File: src/rtl/cpu_pkg.sv
// Shared datapath constants: operand width, register addressing and
// symbolic register indices used by decode and the register file.
package cpu_pkg;
  localparam int DATA_W = 8;
  localparam int ADDR_W = 3;
  localparam int NREGS  = 1 << ADDR_W;

  localparam logic [ADDR_W-1:0] R0 = 3'd0;
  localparam logic [ADDR_W-1:0] R1 = 3'd1;
  localparam logic [ADDR_W-1:0] R2 = 3'd2;
  localparam logic [ADDR_W-1:0] R3 = 3'd3;
  localparam logic [ADDR_W-1:0] R4 = 3'd4;
  localparam logic [ADDR_W-1:0] R5 = 3'd5;
  localparam logic [ADDR_W-1:0] R6 = 3'd6;
  localparam logic [ADDR_W-1:0] R7 = 3'd7;
endpackage

File: src/rtl/reg8.sv
// Single W-bit register with load enable and asynchronous active-high clear.
// Used for each operand register and, at width 1, for the zero flag.
module reg8 #(
  parameter int W = 8
) (
  input  logic         clk,
  input  logic         rst,
  input  logic         en,
  input  logic [W-1:0] d,
  output logic [W-1:0] q
);
  always_ff @(posedge clk or posedge rst) begin
    if (rst)
      q <= '0;
    else if (en)
      q <= d;
  end
endmodule

File: src/rtl/reg_file.sv
// 8 x 8-bit operand register file: one clocked write port, two combinational
// read ports, plus a sticky ZERO flag captured from the ALU.
module reg_file
  import cpu_pkg::*;
(
  input  logic              CLK,
  input  logic              RESET,
  input  logic [DATA_W-1:0] IN,
  input  logic [ADDR_W-1:0] INADDRESS,
  input  logic              WRITE,
  input  logic [ADDR_W-1:0] OUT1ADDRESS,
  input  logic [ADDR_W-1:0] OUT2ADDRESS,
  output logic [DATA_W-1:0] OUT1,
  output logic [DATA_W-1:0] OUT2,
  input  logic              ZERO_IN,
  input  logic              FLAGEN,
  output logic              ZFLAG
);
  logic [NREGS-1:0]  wr_sel;
  logic [DATA_W-1:0] regs [NREGS];

  // Each register decodes its own enable, so an unknown write address can
  // only disturb the entry whose compare is not a clean 0.
  for (genvar gi = 0; gi < NREGS; gi++) begin : g_reg
    assign wr_sel[gi] = WRITE & (INADDRESS == ADDR_W'(gi));

    reg8 #(.W(DATA_W)) u_reg (
      .clk (CLK),
      .rst (RESET),
      .en  (wr_sel[gi]),
      .d   (IN),
      .q   (regs[gi])
    );
  end

  // No write bypass: a same-cycle write shows up only after the edge.
  assign OUT1 = regs[OUT1ADDRESS];
  assign OUT2 = regs[OUT2ADDRESS];

  reg8 #(.W(1)) u_zflag (
    .clk (CLK),
    .rst (RESET),
    .en  (FLAGEN),
    .d   (ZERO_IN),
    .q   (ZFLAG)
  );
endmodule

File: config.mk
export PLATFORM = sky130hd
export DESIGN_NAME = reg_file
export DESIGN_NICKNAME = d
export VERILOG_FILES = /design/src/rtl/cpu_pkg.sv /design/src/rtl/reg8.sv /design/src/rtl/reg_file.sv
export SDC_FILE = /design/constraint.sdc
export NUM_CORES = 1
export LEC_CHECK = 0
export ABC_CLOCK_PERIOD_IN_PS = 2900
export BUFFER_PORTS_ARGS = -buffer_cell sky130_fd_sc_hd__buf_2
export CORE_MARGIN = 10
export CORE_UTILIZATION = 30
export CTS_BUF_LIST = sky130_fd_sc_hd__clkbuf_4 sky130_fd_sc_hd__clkbuf_8 sky130_fd_sc_hd__clkbuf_16
export CTS_CLUSTER_DIAMETER = 30
export CTS_CLUSTER_SIZE = 14
export DETAILED_ROUTE_END_ITERATION = 12
export REMOVE_ABC_BUFFERS = 1
export SLEW_MARGIN = 10
export SYNTH_ARGS = -nofsm -noshare
export SYNTH_HDL_FRONTEND = slang
export SYNTH_SLANG_ARGS = --single-unit
File: constraint.sdc
create_clock -name CLK -period 2.9 [get_ports CLK]
set_input_delay 0.29 -clock CLK [delete_from_list [all_inputs] [get_ports CLK]]
set_output_delay 0.29 -clock CLK [all_outputs]
set_load 0.05 [all_outputs]
==> results of run 1 <==
-- layout by cell type (no fill, tap or decap) --
| cell | instances |
|---|---|
| mux4_1 | 30 |
| clkbuf_16 | 9 |
| inv_2 | 1 |
| clkbuf_4 | 1 |
| nand4_1 | 1 |
| inv_6 | 2 |
| bufinv_16 | 4 |
| nand4b_1 | 3 |
| dfrtp_1 | 65 |
| mux4_2 | 2 |
| nor4bb_2 | 3 |
| buf_2 | 38 |
| nor4b_4 | 1 |
| buf_4 | 5 |
| mux2_2 | 81 |
| buf_12 | 1 |
-- cell type report --
| class | instances | share of cell area [%] |
|---|---|---|
| Clock inverter | 6 | 3.22 |
| Tap cell | 143 | 4.18 |
| Inverter | 1 | 0.0877 |
| Clock buffer | 10 | 5.44 |
| Timing Repair Buffer | 44 | 5.79 |
| Sequential cell | 65 | 38.0 |
| Multi-Input combinational cell | 121 | 43.3 |
-- tightest hold or removal path: stages --
cell	delay, ns
buf_2	0.10
inv_2	0.06
buf_12	0.31
-- flip-flops by register name, indices dropped and copies added, names as in the netlist --
name / cells
g.u_reg.q: 64
u_zflag.q: 1
-- logic make-up after synthesis --
kind of cell  synth area share (%)
mux                           48.7
flops                         45.4
buf+inv                       3.49
simple gates                  2.41
-- final timing paths --
check | startpoint | slack (ns) | to
setup / recovery | OUT1ADDRESS[0] | 0.71 | OUT1[4]
hold / removal | RESET | 0.03 | g_reg[4].u_reg.q[5]
setup reg to reg | g_reg[5].u_reg.q[7] | 2.11 | g_reg[5].u_reg.q[7]
hold reg to reg | u_zflag.q | 0.51 | u_zflag.q
max in group asynchronous | RESET | 2.58 | g_reg[5].u_reg.q[7]
min in group CLK | ZERO_IN | 0.20 | u_zflag.q
-- routing by layer --
metal,vias to the layer above,share of wire [%],global-route usage [%]
met3,12,4.9,3.63
met1,1097,46,13.2
met5,-,0,0
li1,913,-,-
met2,50,48,17.2
met4,0,1.6,3.14
-- where the power goes --
group / internal [W] / leakage [nW] / switching (W)
clock network: 0.000942 / 0.181 / 0.000395
logic: 0.000430 / 0.897 / 0.000458
registers: 0.00111 / 0.780 / 0.000133
total: 0.00248 / 1.86 / 0.000986
-- stage by stage --
step	hold slack (ns)	area, µm²
3_5_place_dp	0.388	3910
6_report	0.0332	4280
5_1_grt	0.0593	4280
4_1_cts	0.0417	4280
2_1_floorplan	0.441	3460
3_3_place_gp	0.385	3910
==> flow_metrics.py, run 1 <==
metrics = {
    "grt": {
        "grt_pass1_vias": 2269,
        "grt_start_max_net_pins": 66,
        "globalRouteOverflowTotal": 0,
        "antenna_found_initial": 0,
        "grt_first_pass_wirelength_mm": 13.2,
        "grt_usage_pct": 10.6,
    },
    "synthesis": {
        "synth_edf_count": 0,
        "synth_ff_type": "dfrtp_1",
        "ys_warn_count": 0,
        "yosys.area.top_type": "dfrtp_1",
        "netlist_area_um2": 3580,
        "synth_top_area_share_pct": 45.4,
        "synth_cells": 204,
        "netlist_top_cells_count": "mux2_2, dfrtp_1, mux4_1, buf_2",
        "synthTopCellsByArea": "dfrtp_1, mux2_2, mux4_1",
        "ys_types": 14,
        "synth_async_sr_flop_share_pct": 100,
        "synth.most_common_cell": "mux2_2",
        "seq_area_frac_synth_pct": 45.4,
        "syn-mean-instance-area_um2": 17.6,
        "synth-seq-cells": 65,
    },
    "setup_path": {
        "cpMostUsedCell": "buf_2",
        "critPathArrivalTime_ns": 1.90,
        "cp.depth": 4,
        "cp_max_fo": 16,
        "cp_slowest_stage_delay_ns": 0.63,
        "slowest_stage": "mux4_1",
        "crit_required_ns": 2.61,
        "path_class": "input pin to output port",
        "critPathTopFamily": "multiplexers",
        "cp_cell_sequence": "buf_2, mux4_1, mux2_2, buf_2",
        "reg2reg_depth": 1,
        "worstSetupStartpointType": "input pin",
        "end_kind": "output port",
        "path_buf_inv": 2,
    },
    "clock_network": {
        "post_cts_resized": 0,
        "clock_sinks": 65,
        "clk_path_buf_depth": 2,
        "cts_root_buf": "clkbuf_16",
        "clkTransAtPathRegs_ns": 0.05,
        "h-tree-depth": 3,
        "cts_tree": "built",
        "clk_latency_ns": 0.32,
        "cts_made_buffers": 9,
        "ctsHoldBuffers": 0,
        "post_cts_buffers": 0,
    },
    "layout": {
        "fin_util_pct": 37.0,
        "nFillCells": 1053,
        "nets": 264,
        "multi_input_area_um2": 1850,
        "drive_gt1_share_pct": 59.9,
        "seqCellArea_um2": 1630,
        "final_cell_count_no_fill": 390,
        "num_antenna_cells": 0,
        "area_growth_pct": 19.4,
    },
    "routing": {
        "drc": 0,
        "wl_mm": 8.63,
        "vias_per_cell": 5.31,
        "wl_per_cell_um": 22.1,
        "dr_total_vias": 2072,
        "drt_iter0_drc": 143,
        "antenna_left": 0,
        "dr.pass1.iters": 4,
    },
    "power_and_ir_drop": {
        "peakVddDrop_uv": 380,
        "power_w": 0.00347,
        "p_leak_nw": 1.86,
        "powerDensity_nw_per_um2": 810,
    },
    "sta": {
        "fin_crit_sh_pct": 75.3,
        "fin_setup_tns_ns": 0,
        "slew_viol_final": 0,
        "max_freq_mhz": 458,
        "rsz0062_at_grt": "no",
        "hold_violations": 0,
        "fin_skew_ns": 0,
        "setup_slack_ns": 0.715,
        "slew_headroom_pct": 43.8,
        "worst_pin_slew_ns": 0.839,
        "final-setup-viol-count": 0,
        "period_needed_ns": 2.19,
    },
    "hold_path": {
        "hold_path.class": "input pin to async pin",
    },
    "floorplanning": {
        "start_util_pct": 31.0,
        "core_um2": 11600,
        "dieArea_um2": 16700,
        "fp.dieH_um": 129,
        "row_count": 39,
        "io_pins": 39,
        "die_w_um": 129,
    },
    "placed_design": {
        "dpl.hpwl_mm": 5.59,
        "io_buffers": 38,
        "pre_cts_slack_ns": 0.704,
        "place.gp.congestion": 0.704,
        "placed_cells": 374,
    },
    "status": {
        "outcome": "completed",
    },
    "job": {
        "cap_violations": 0,
    },
}
(Power assumes the default switching activity.)
==> run 2: changes to the inputs <==
--- a/config.mk
+++ b/config.mk
@@ -5,7 +5,7 @@
 export SDC_FILE = /design/constraint.sdc
 export NUM_CORES = 1
 export LEC_CHECK = 0
-export ABC_CLOCK_PERIOD_IN_PS = 2900
+export ABC_CLOCK_PERIOD_IN_PS = 2100
 export BUFFER_PORTS_ARGS = -buffer_cell sky130_fd_sc_hd__buf_2
 export CORE_MARGIN = 10
 export CORE_UTILIZATION = 30
==> constraint.sdc (replaced) <==
create_clock -name CLK -period 2.1 [get_ports CLK]
set_input_delay 0.21 -clock CLK [delete_from_list [all_inputs] [get_ports CLK]]
set_output_delay 0.21 -clock CLK [all_outputs]
set_load 0.05 [all_outputs]
==> run 2 against run 1 <==
Effect of this change:
- sequential share of layout area is 0.66 points lower
- worst hold slack better by 0.086 ns
- clock-buffer cell count stayed put
- global-route usage is 0.11 points lower
- clock power is 28% higher
- routed wire length is 2.0% lower
- critical endpoint is now OUT2[4]
- largest power group unchanged
- highest routed layer is now met5
==> flow_metrics.py, run 2 (synthesis gave the netlist of run 1 again) <==
metrics = {
    "layout": {
        "finalInstanceArea_um2": 4350,
        "multi_input_area_um2": 1850,
        "nFillCells": 1069,
        "reg_top3": "g.u_reg.q: 64 flops, u_zflag.q: 1 flops",
        "num_antenna_cells": 0,
        "nets": 275,
        "seqCellArea_um2": 1630,
        "regMostFlops": "g.u_reg.q",
        "drive_gt1_share_pct": 61.2,
        "final_cell_count_no_fill": 401,
        "most-common-layout-cells": "mux2_2, dfrtp_1, buf_2",
        "largest_reg_flops": 64,
        "final_common_cell": "mux2_2",
        "area_growth_pct": 21.5,
    },
    "grt": {
        "antenna_found_initial": 1,
        "grt_usage_pct": 10.5,
        "grt_first_pass_wirelength_mm": 13.2,
        "grt_start_max_net_pins": 38,
        "grt_pass1_vias": 2258,
        "globalRouteOverflowTotal": 0,
    },
    "routing": {
        "drt_iter0_drc": 106,
        "wl_met2_mm": 4.27,
        "wl_per_cell_um": 21.1,
        "route.met3.wl_um": 442,
        "drc": 0,
        "vias_per_cell": 5.21,
        "antenna_left": 0,
        "wl_met1_mm": 3.65,
        "wl_mm": 8.46,
        "top_layer_used": "met5",
        "dr.pass1.iters": 5,
        "dr_total_vias": 2090,
    },
    "sta": {
        "holdWs_ns": 0.120,
        "worst_pin_slew_ns": 0.471,
        "fin_crit_sh_pct": 93.9,
        "fin_setup_tns_ns": 0,
        "slew_headroom_pct": 68.6,
        "period_needed_ns": 1.97,
        "slew_viol_final": 0,
        "max_freq_mhz": 507,
        "final-setup-viol-count": 0,
        "fin_skew_ns": 0,
        "hold_violations": 0,
        "rsz0062_at_grt": "no",
    },
    "floorplanning": {
        "io_pins": 39,
        "die_w_um": 129,
        "row_count": 39,
        "fp.dieH_um": 129,
        "start_util_pct": 31.0,
        "dieArea_um2": 16700,
        "core_um2": 11600,
    },
    "setup_path": {
        "crit_required_ns": 1.89,
        "critPathArrivalTime_ns": 1.76,
        "cp_max_fo": 3,
        "path_class": "register to output port",
        "end_kind": "output port",
        "worstSetupStartpointType": "register",
    },
    "hold_path": {
        "hold_path.class": "input pin to register",
    },
    "power_and_ir_drop": {
        "p_leak_nw": 1.90,
        "powerDensity_nw_per_um2": 1070,
        "power_w": 0.00466,
        "p_sw_w": 0.00135,
        "peakVddDrop_uv": 552,
        "cellInternalPower_w": 0.00331,
        "p_clk_share_pct": 36.8,
        "combPwrFrac_pct": 26.5,
        "swShare_pct": 28.9,
        "pwr-share-seq_pct": 36.7,
    },
    "clock_network": {
        "clkTransAtPathRegs_ns": 0.05,
        "post_cts_buffers": 0,
        "ctsHoldBuffers": 1,
        "post_cts_resized": 0,
        "cts_made_buffers": 9,
        "h-tree-depth": 3,
        "clk_latency_ns": 0.32,
        "clock_sinks": 65,
        "cts_tree": "built",
        "cts_root_buf": "clkbuf_16",
        "clk_path_buf_depth": 2,
    },
    "placed_design": {
        "place_area_um2": 4000,
        "io_buffers": 38,
        "dpl.hpwl_mm": 5.77,
        "place.gp.congestion": 0.705,
        "placed_cells": 384,
    },
    "status": {
        "outcome": "completed",
    },
    "job": {
        "cap_violations": 0,
    },
}
run 2: cell types whose count changed in the layout (fill, tap and decap cells not counted), sizes merged:
cell,previous run,this run
bufinv,4,3
inv,3,2
clkinv,0,1
buf,44,54
dlygate4sd3,0,1
clkinvlp,0,1
run 2: worst paths after layout:
path | start | endpoint | slack (ns) | depth (start not counted)
min in group asynchronous | RESET | g_reg[0].u_reg.q[5] | 0.31 | 3
worst max register to register | g_reg[0].u_reg.q[3] | g_reg[0].u_reg.q[3] | 1.31 | 1
worst min register to register | u_zflag.q | u_zflag.q | 0.50 | 1
worst min-delay path | ZERO_IN | u_zflag.q | 0.12 | 2
max in group asynchronous | RESET | g_reg[4].u_reg.q[2] | 1.13 | 4
worst max-delay path | g_reg[1].u_reg.q[4] | OUT2[4] | 0.13 | 3
run 2: stage by stage:
step	setup WS (ns)	util, %
final	0.129	37.6
after global routing	0.0784	37.6
after CTS	0.108	37.6
after detailed placement	0.304	34.5
after global placement	0.325	34.5
after floorplan	0.264	-
run 2: worst max-delay path: stages (launching register included):
cell	delay, ns
dfrtp_1	0.40
mux4_1	0.53
mux2_2	0.30
buf_2	0.22
run 2: cell type report:
cell class,count,area share [%]
multi-input combinational,121,42.5
sequential,65,37.4
clock buffer,10,5.35
clock inverter,6,2.64
tap,143,4.11
inverter,1,0.0862
timing repair buffer,55,7.93
run 2: routing by layer:
metal,up-vias,GRT usage (%)
li1,936,-
met2,45,18.2
met3,10,3.55
met4,2,2.74
met5,-,0
met1,1097,12.3
run 2: power groups by stage:
stage,clock [W],sequential (W),combinational [W]
floorplan,0,0.00166,0.000967
global placement,0,0.00171,0.00123
detailed placement,0,0.00173,0.00125
CTS,0.00175,0.00171,0.00126
global route,0.00181,0.00176,0.00132
finish,0.00172,0.00171,0.00123
==> run 3: changes to the inputs <==
--- a/config.mk
+++ b/config.mk
@@ -6,14 +6,14 @@
 export NUM_CORES = 1
 export LEC_CHECK = 0
 export ABC_CLOCK_PERIOD_IN_PS = 2100
-export BUFFER_PORTS_ARGS = -buffer_cell sky130_fd_sc_hd__buf_2
+export BUFFER_PORTS_ARGS = -buffer_cell sky130_fd_sc_hd__clkbuf_2
 export CORE_MARGIN = 10
-export CORE_UTILIZATION = 30
+export CORE_UTILIZATION = 50
 export CTS_BUF_LIST = sky130_fd_sc_hd__clkbuf_4 sky130_fd_sc_hd__clkbuf_8 sky130_fd_sc_hd__clkbuf_16
 export CTS_CLUSTER_DIAMETER = 30
 export CTS_CLUSTER_SIZE = 14
 export DETAILED_ROUTE_END_ITERATION = 12
-export REMOVE_ABC_BUFFERS = 1
+export PLACE_DENSITY = 0.7
 export SLEW_MARGIN = 10
 export SYNTH_ARGS = -nofsm -noshare
 export SYNTH_HDL_FRONTEND = slang
==> run 3 against run 2 <==
Effect of this change:
- utilization increased by 23 points
- clock-buffer cell count increased by 4
- routed wire length decreased by 8.0%
- flip-flop and latch count unchanged
- worst hold slack got worse by 0.016 ns
- critical path type unchanged
- highest routed layer is now met4
==> flow_metrics.py, run 3 (synthesis gave the netlist of run 1 again) <==
metrics = {
    "power_and_ir_drop": {
        "p_sw_w": 0.00125,
        "peakVddDrop_uv": 525,
        "p_clk_share_pct": 25.7,
        "power_w": 0.00395,
        "powerDensity_nw_per_um2": 951,
        "combPwrFrac_pct": 31.1,
        "pwr-share-seq_pct": 43.2,
        "p_leak_nw": 1.85,
        "cellInternalPower_w": 0.00270,
        "swShare_pct": 31.7,
    },
    "setup_path": {
        "critPathTopFamily": "multiplexers",
        "r2r-end": "g_reg[6].u_reg.q[7]",
        "cp_cell_sequence": "mux4_1, mux2_2, clkbuf_2",
        "crit_required_ns": 1.89,
        "reg2reg_depth": 1,
        "path_buf_inv": 1,
        "path_class": "register to output port",
        "cp.depth": 3,
        "worstReg2RegStart": "g_reg[6].u_reg.q[7]",
        "slowest_stage": "mux4_1",
        "worstSetupStartpointType": "register",
        "end_kind": "output port",
        "critPathArrivalTime_ns": 1.78,
        "cp_slowest_stage_delay_ns": 0.53,
        "critical_path.endpoint": "OUT1[6]",
        "cp_max_fo": 3,
        "rrSetupSlack_ns": 1.32,
        "startpoint": "g_reg[0].u_reg.q[6]",
    },
    "floorplanning": {
        "start_util_pct": 52.2,
        "die_w_um": 105,
        "dieArea_um2": 11000,
        "io_pins": 39,
        "core_um2": 6870,
        "row_count": 30,
        "fp.dieH_um": 105,
    },
    "layout": {
        "largest_reg_flops": 64,
        "regMostFlops": "g.u_reg.q",
        "num_antenna_cells": 0,
        "area_growth_pct": 15.8,
        "most-common-layout-cells": "mux2_2, dfrtp_1, clkbuf_2",
        "fin_util_pct": 60.4,
        "final_common_cell": "mux2_2",
        "nets": 276,
        "final_cell_count_no_fill": 355,
        "reg_top3": "g.u_reg.q: 64 flops, u_zflag.q: 1 flops",
        "drive_gt1_share_pct": 61.4,
    },
    "hold_path": {
        "hold_path.class": "input pin to register",
    },
    "placed_design": {
        "placed_cells": 338,
        "dpl.hpwl_mm": 5.36,
        "io_buffers": 38,
        "place.gp.congestion": 0.759,
        "pre_cts_slack_ns": 0.223,
    },
    "clock_network": {
        "clock_sinks": 65,
        "post_cts_resized": 0,
        "clk_path_buf_depth": 2,
        "cts_tree": "built",
        "cts_root_buf": "clkbuf_8",
        "post_cts_buffers": 0,
        "cts_made_buffers": 9,
        "clk_latency_ns": 0.33,
        "h-tree-depth": 3,
        "clkTransAtPathRegs_ns": 0.06,
    },
    "routing": {
        "wl_mm": 7.78,
        "vias_per_cell": 5.96,
        "dr_total_vias": 2116,
        "antenna_left": 0,
        "dr.pass1.iters": 4,
        "wl_per_cell_um": 21.9,
        "drt_iter0_drc": 54,
        "drc": 0,
    },
    "sta": {
        "hold_violations": 0,
        "final-setup-viol-count": 0,
        "worst_pin_slew_ns": 0.680,
        "period_needed_ns": 1.99,
        "slew_headroom_pct": 54.6,
        "fin_setup_tns_ns": 0,
        "slew_viol_final": 0,
        "setup_slack_ns": 0.109,
        "rsz0062_at_grt": "no",
        "fin_skew_ns": 0,
        "max_freq_mhz": 502,
        "fin_crit_sh_pct": 94.8,
    },
    "grt": {
        "grt_pass1_vias": 2242,
        "antenna_found_initial": 0,
        "grt_first_pass_wirelength_mm": 12.5,
        "grt_usage_pct": 14.6,
        "grt_start_max_net_pins": 34,
        "globalRouteOverflowTotal": 0,
    },
    "job": {
        "cap_violations": 0,
    },
    "synthesis": {
        "synth_nets": 226,
    },
    "status": {
        "outcome": "completed",
    },
}
run 3: what timing repair did:
item,CTS,global route
hold endpoints to repair,30,0
hold buffers,1,0
endpoints found under the setup margin,0,0
run 3: final cells by class:
cell class              count  area [µm²]
multi-input cells         121        1850
clock buffers              14         186
clock inverters             2        10.0
well taps                  96         120
inverters                   1        3.75
flip-flops and latches     65        1630
repair buffers             56         353
fillers                   536        2720
run 3: worst min-delay path by stage:
stage / start / to / slack (ns) / cells past startpoint
3_3_place_gp: RESET / u_zflag.q / 0.35 / 2
3_5_place_dp: RESET / u_zflag.q / 0.34 / 2
4_1_cts: ZERO_IN / u_zflag.q / 0.09 / 2
6_report: ZERO_IN / u_zflag.q / 0.10 / 2
2_1_floorplan: IN[0] / g_reg[7].u_reg.q[0] / 0.36 / 1
5_1_grt: ZERO_IN / u_zflag.q / 0.11 / 2
run 3: metrics by stage:
| stage | instance area [µm²] | hold slack (ns) |
|---|---|---|
| 6_report | 4150 | 0.104 |
| 5_1_grt | 4150 | 0.111 |
| 4_1_cts | 4150 | 0.0922 |
| 3_5_place_dp | 3940 | 0.338 |
| 3_3_place_gp | 3940 | 0.345 |
| 2_1_floorplan | 3580 | 0.361 |
run 3: routing by layer:
metal / vias up / share of wire (%) / GRT usage [%]
li1: 938 / - / -
met1: 1118 / 47 / 19.5
met2: 45 / 48 / 22.7
met3: 15 / 3.8 / 3.19
met4: 0 / 1.6 / 5.49
met5: - / 0 / 0
run 3: power groups by stage:
stage / clock network, W / logic (W) / registers, W
floorplan: 0 / 0.00101 / 0.00166
global placement: 0 / 0.00122 / 0.00171
detailed placement: 0 / 0.00124 / 0.00173
CTS: 0.00104 / 0.00125 / 0.00171
global route: 0.00110 / 0.00131 / 0.00175
finish: 0.00102 / 0.00123 / 0.00171
